<file path="src/rtl/core_icache_pkg.sv">
// rtl/core_icache_pkg.sv - shared types and line geometry for the icache refill path
package core_icache_pkg;

  typedef enum logic [2:0] {
    IDLE,
    AR,
    R,
    DONE,
    RELEASE
  } refill_state_e;

  typedef enum logic [1:0] {
    AXI_BURST_FIXED = 2'b00,
    AXI_BURST_INCR  = 2'b01,
    AXI_BURST_WRAP  = 2'b10
  } axi_burst_e;

  typedef enum logic [1:0] {
    AXI_RESP_OKAY   = 2'b00,
    AXI_RESP_EXOKAY = 2'b01,
    AXI_RESP_SLVERR = 2'b10,
    AXI_RESP_DECERR = 2'b11
  } axi_resp_e;

  localparam int LINE_BYTES       = 32;
  localparam int LINE_OFFSET_BITS = $clog2(LINE_BYTES);

endpackage

</file>
<file path="src/rtl/core_icache_axi_refill.sv">
// rtl/core_icache_axi_refill.sv - AXI4 read master refilling one icache line per request
// Define ICACHE_REFILL_ERR_CHK_EN to flag bad rresp/rid/rlast on o_err with o_mem_done.
module core_icache_axi_refill
  import core_icache_pkg::*;
#(
  parameter int ADDR_WIDTH     = 64,
  parameter int AXI_DATA_WIDTH = 64,
  parameter int LINE_WIDTH     = 256,
  parameter int AXI_ID_WIDTH   = 4,
  parameter int AXI_ID         = 0
) (
  input  logic                      i_clk,
  input  logic                      i_rst_n,
  input  logic                      i_mem_req,
  input  logic [ADDR_WIDTH-1:0]     i_addr,
  output logic                      o_mem_done,
  output logic [LINE_WIDTH-1:0]     o_block,
  output logic                      o_err,
  output logic                      o_arvalid,
  input  logic                      i_arready,
  output logic [ADDR_WIDTH-1:0]     o_araddr,
  output logic [7:0]                o_arlen,
  output logic [2:0]                o_arsize,
  output logic [1:0]                o_arburst,
  output logic [AXI_ID_WIDTH-1:0]   o_arid,
  input  logic                      i_rvalid,
  output logic                      o_rready,
  input  logic [AXI_DATA_WIDTH-1:0] i_rdata,
  input  logic [1:0]                i_rresp,
  input  logic                      i_rlast,
  input  logic [AXI_ID_WIDTH-1:0]   i_rid
);

  localparam int BEATS  = LINE_WIDTH / AXI_DATA_WIDTH;
  localparam int BEAT_W = $clog2(BEATS);
  localparam logic [BEAT_W-1:0] LAST_BEAT = BEAT_W'(BEATS - 1);

  refill_state_e     state;
  logic [BEAT_W-1:0] beat_cnt;
  logic              beat_fire;
  logic              beat_err;
  logic              err;

  assign o_arlen   = 8'(BEATS - 1);
  assign o_arsize  = 3'($clog2(AXI_DATA_WIDTH / 8));
  assign o_arburst = AXI_BURST_INCR;
  assign o_arid    = AXI_ID_WIDTH'(AXI_ID);
  assign beat_fire = i_rvalid & o_rready;

`ifdef ICACHE_REFILL_ERR_CHK_EN
  // rlast must mark exactly the final counted beat; the counter still governs completion.
  assign beat_err = (i_rresp != AXI_RESP_OKAY) | (i_rid != o_arid) |
                    (i_rlast != (beat_cnt == LAST_BEAT));
`else
  logic unused_rchk;
  assign unused_rchk = ^{i_rresp, i_rid, i_rlast};
  assign beat_err    = 1'b0;
`endif

  always_ff @(posedge i_clk or negedge i_rst_n) begin
    if (!i_rst_n) begin
      state      <= IDLE;
      beat_cnt   <= '0;
      o_block    <= '0;
      o_araddr   <= '0;
      o_arvalid  <= 1'b0;
      o_rready   <= 1'b0;
      o_mem_done <= 1'b0;
      o_err      <= 1'b0;
      err        <= 1'b0;
    end else begin
      o_mem_done <= 1'b0;
      o_err      <= 1'b0;
      case (state)
        IDLE: begin
          err <= 1'b0;
          if (i_mem_req) begin
            o_araddr  <= (i_addr >> LINE_OFFSET_BITS) << LINE_OFFSET_BITS;
            beat_cnt  <= '0;
            o_arvalid <= 1'b1;
            state     <= AR;
          end
        end
        AR: begin
          if (i_arready) begin
            o_arvalid <= 1'b0;
            o_rready  <= 1'b1;
            state     <= R;
          end
        end
        R: begin
          if (beat_fire) begin
            for (int k = 0; k < BEATS; k++) begin
              if (beat_cnt == BEAT_W'(k)) begin
                o_block[k*AXI_DATA_WIDTH +: AXI_DATA_WIDTH] <= i_rdata;
              end
            end
            beat_cnt <= beat_cnt + 1'b1;
            err      <= err | beat_err;
            if (beat_cnt == LAST_BEAT) begin
              o_rready   <= 1'b0;
              o_mem_done <= 1'b1;
              o_err      <= err | beat_err;
              state      <= DONE;
            end
          end
        end
        DONE: state <= RELEASE;
        // A request still held high after done must not start a second burst.
        RELEASE: begin
          if (!i_mem_req) begin
            state <= IDLE;
          end
        end
        default: state <= IDLE;
      endcase
    end
  end

endmodule

</file>
<file path="config.mk">
export PLATFORM = sky130hd
export DESIGN_NAME = core_icache_axi_refill
export DESIGN_NICKNAME = d
export VERILOG_FILES = /design/src/rtl/core_icache_pkg.sv /design/src/rtl/core_icache_axi_refill.sv
export SDC_FILE = /design/constraint.sdc
export NUM_CORES = 1
export LEC_CHECK = 0
export ABC_AREA = 1
export BUFFER_PORTS_ARGS = -buffer_cell sky130_fd_sc_hd__buf_2
export CELL_PAD_IN_SITES_DETAIL_PLACEMENT = 2
export CELL_PAD_IN_SITES_GLOBAL_PLACEMENT = 2
export CORE_MARGIN = 10
export CORE_UTILIZATION = 32
export CTS_BUF_LIST = sky130_fd_sc_hd__clkbuf_4 sky130_fd_sc_hd__clkbuf_8
export CTS_CLUSTER_SIZE = 20
export DETAILED_ROUTE_END_ITERATION = 12
export PLACE_DENSITY_LB_ADDON = 0.1
export SYNTH_ARGS = -nofsm -noshare
export SYNTH_HDL_FRONTEND = slang
export SYNTH_SLANG_ARGS = --single-unit
</file>
<file path="constraint.sdc">
create_clock -name i_clk -period 2.39 [get_ports i_clk]
set_input_delay 0.478 -clock i_clk [delete_from_list [all_inputs] [get_ports i_clk]]
set_output_delay 0.478 -clock i_clk [all_outputs]
set_load 0.02 [all_outputs]
</file>
==> results.cfg <==
[outcome]
status = finished, final reports clean

[synth]
seq_area_frac_synth_pct = 65.21
netlist_area_um2 = 12390
ys_types = 22
synth_seq_cells = 323
avgSynthCellArea_um2 = 10.13
ys_top_cells_by_area = dfrtp_1 (65%), nand2_1 (14%), o21ai_1 (9.4%), buf_4 (2.9%), buf_6 (2.8%)
synth_top_area_cell = dfrtp_1
yosys_warnings = 0
synth_cells = 1223
synthDominantCellAreaShare_pct = 65.21

[sta]
finalSetupTns_ps = 0
finalSetupViolCount = 0
fin_ws_ps = 468.0
fin_crit_ps = 1922
worstMarginPinSlew_ps = 648.8
skew_ps = 24.08
max_freq_mhz = 520.3
report.final.hold_viol_count = 0
slew_violations = 0
rsz0062_at_grt = false
finalCritPeriodShare_pct = 80.42
relSlewSlack_pct = 56.75

[detailed_routing]
wl_mm = 46.97
wl_per_cell_um = 20.74
drtIter0Drc = 422
vias = 10380
via_per_inst = 4.585
dr.pass1.iters = 4
postRouteAntennaNets = 0
drc = 0

[power]
p_total_mw = 20.48
power_frac_seq_pct = 39.0
switching_share_pct = 39.61
p_clk_share_pct = 26.8
power_density_nw_per_um2 = 1246
leakagePower_nw = 9.214
combPwrFrac_pct = 34.2
internal-power_mw = 12.37
netSwitchingPower_mw = 8.112
ir_worst_vdd_uv = 554.2

[final_layout]
nNetsFinal = 1848
final_core_util_pct = 42.73
n_fill_cell = 4271
area_growth_pct = 32.61
drive_gt1_share_pct = 34.58

[critical_path]
endpoint_kind = output port
critPathKind = reg -> out
reg2reg_depth = 7
cp_top_family = buffers and inverters
cp.required_ps = 1910
crit_buf_inv = 2
start_kind = register
cp.arrival_ps = 1440
r2r_end = o_block[51]$_DFFE_PN0P_
cp_cell_sequence = buf_4 -> buf_2
max_stage_delay_ps = 390
r2r_slack_ps = 470
worstReg2RegStart = state[2]$_DFFE_PN0P_
critPathMaxFanout = 6
cp_slowest_cell = dfrtp_1

[floorplan]
initial_utilization_pct = 32.22
rows = 72
core-area_um2 = 38470
die_w_um = 216.8
pin_count = 481
die_y_um = 216.8
die-area_um2 = 47000

[clock_tree]
cts.sinks = 323
cts_root_buf = clkbuf_8
htreeDepth = 2
clkTransAtPathRegs_ps = 60
clkLatencyLatePin_ps = 630
cts_tree = done
numCtsBuffers = 58
max-clock-path-buffers = 3

[global_routing]
grt_pass1_vias = 11560
antenna_found_initial = 7
grt_usage_pct = 19.62
gr-total-overflow = 0
grt_max_degree = 67
grt_pass1_wl_mm = 71.96

[place]
place.gp.congestion = 0.7942
dp_hpwl_mm = 33.78
pre_cts_ws_ps = 484.0
numPortBuffers = 445

[hold_path]
hold_start = i_addr[12]
hp-class = in -> reg
hold_end = o_araddr[12]$_DFFE_PN0P_
hold_path_depth = 3

[run]
maxCapViolCount = 0
==> worst max path at each step <==
stage	slack, ps	endpoint	cells past startpoint	from
floorplan	1010	o_block[250]$_DFFE_PN0P_	8	state[2]$_DFFE_PN0P_
global placement	570	o_block[11]$_DFFE_PN0P_	7	state[2]$_DFFE_PN0P_
detailed placement	480	o_block[8]$_DFFE_PN0P_	7	state[2]$_DFFE_PN0P_
CTS	390	o_rready	2	o_rready$_DFFE_PN0P_
global route	320	o_block[51]$_DFFE_PN0P_	7	state[2]$_DFFE_PN0P_
finish	470	o_rready	2	o_rready$_DFFE_PN0P_
==> worst register-to-register path, stage by stage, from the launching register on <==
cell and delay, ps:
dfrtp_1 450, nor2_4 170, nand2_2 90, inv_4 130, nand4_4 360, buf_12 350
nand2_1 160, o21ai_1 80
==> sequential cells by signal, summed over array words and instances, names as in the netlist <==
register    count
o_araddr       59
o_arvalid       1
o_rready        1
o_mem_done      1
o_block       256
state           3
beat_cnt        2
==> area by class of cell <==
type | instances | area [um2] | share of cell area (%)
multi-input combinational | 755 | 3382 | 20.58
antenna | 3 | 7.507 | 0.04568
tap | 518 | 648.1 | 3.943
clock buffer | 91 | 1159 | 7.049
sequential | 323 | 8083 | 49.18
timing repair buffer | 491 | 2800 | 17.04
inverter | 75 | 284.0 | 1.728
clock inverter | 9 | 72.57 | 0.4415
==> power groups by stage <==
stage	logic (mW)	registers [mW]	clock network, mW
after floorplan	2.09	9.93	0
after global placement	6.92	7.97	0
after detailed placement	7.12	8.04	0
after CTS	7.18	8.00	5.72
after global routing	7.71	8.22	5.96
final	7.00	7.98	5.50
==> cells in the final DEF, fill, tap and decap left out, types with 3 or more instances in the layout <==
master	instances
buf_12	13
buf_2	444
buf_4	11
clkbuf_4	15
clkbuf_8	76
clkinv_2	7
conb_1	23
dfrtp_1	323
diode_2	3
dlygate4sd3_1	22
ha_1	4
inv_1	71
inv_2	3
nand2_1	448
nand3_1	7
nand4_4	4
nor2_1	3
o21ai_0	6
o21ai_1	232
o21ai_2	22
==> per-layer routing <==
metal	wire [um]	up-vias	global-route usage [%]
met4	1372	8	7.364
li1	-	4803	-
met5	42	-	0
met3	4150	81	7.406
met2	22750	311	32.47
met1	18660	5181	22.79
==> cell usage after synthesis, drive strengths merged <==
library cell,number
nand2,449
dfrtp,323
o21ai,260
buf,87
inv,75
nand3,8
nor2,5
clkbuf,4
ha,4
nand4,4
conb,2
nand3b,1
o21bai,1
==> kinds of logic after synthesis <==
group / Yosys count / share of synthesized area (%)
AND/OR/NAND/NOR: 467 / 14.64
buffers and inverters: 166 / 8.460
AO/OA/AOI/OAI: 261 / 11.23
adder cells (fa/ha/maj): 4 / 0.4038
other: 2 / 0.06059
flip-flops: 323 / 65.21
==> metrics by stage <==
| step | instance area, um2 | hold WS (ps) | std cells |
|---|---|---|---|
| after floorplan | 12470 | 182.4 | 1244 |
| after global placement | 14980 | 417.1 | 2140 |
| after detailed placement | 14980 | 416.2 | 2140 |
| after CTS | 16430 | 1.480 | 2262 |
| after global routing | 16430 | 18.67 | 2263 |
| final | 16440 | 63.58 | 2265 |
==> what timing repair did <==
item,4_1_cts,5_1_grt
buffers inserted,0,0
gates resized for setup,0,0
endpoints found under the hold margin,55,0
hold buffers,22,0
Note: power is estimated with default switching activity, not from simulation.
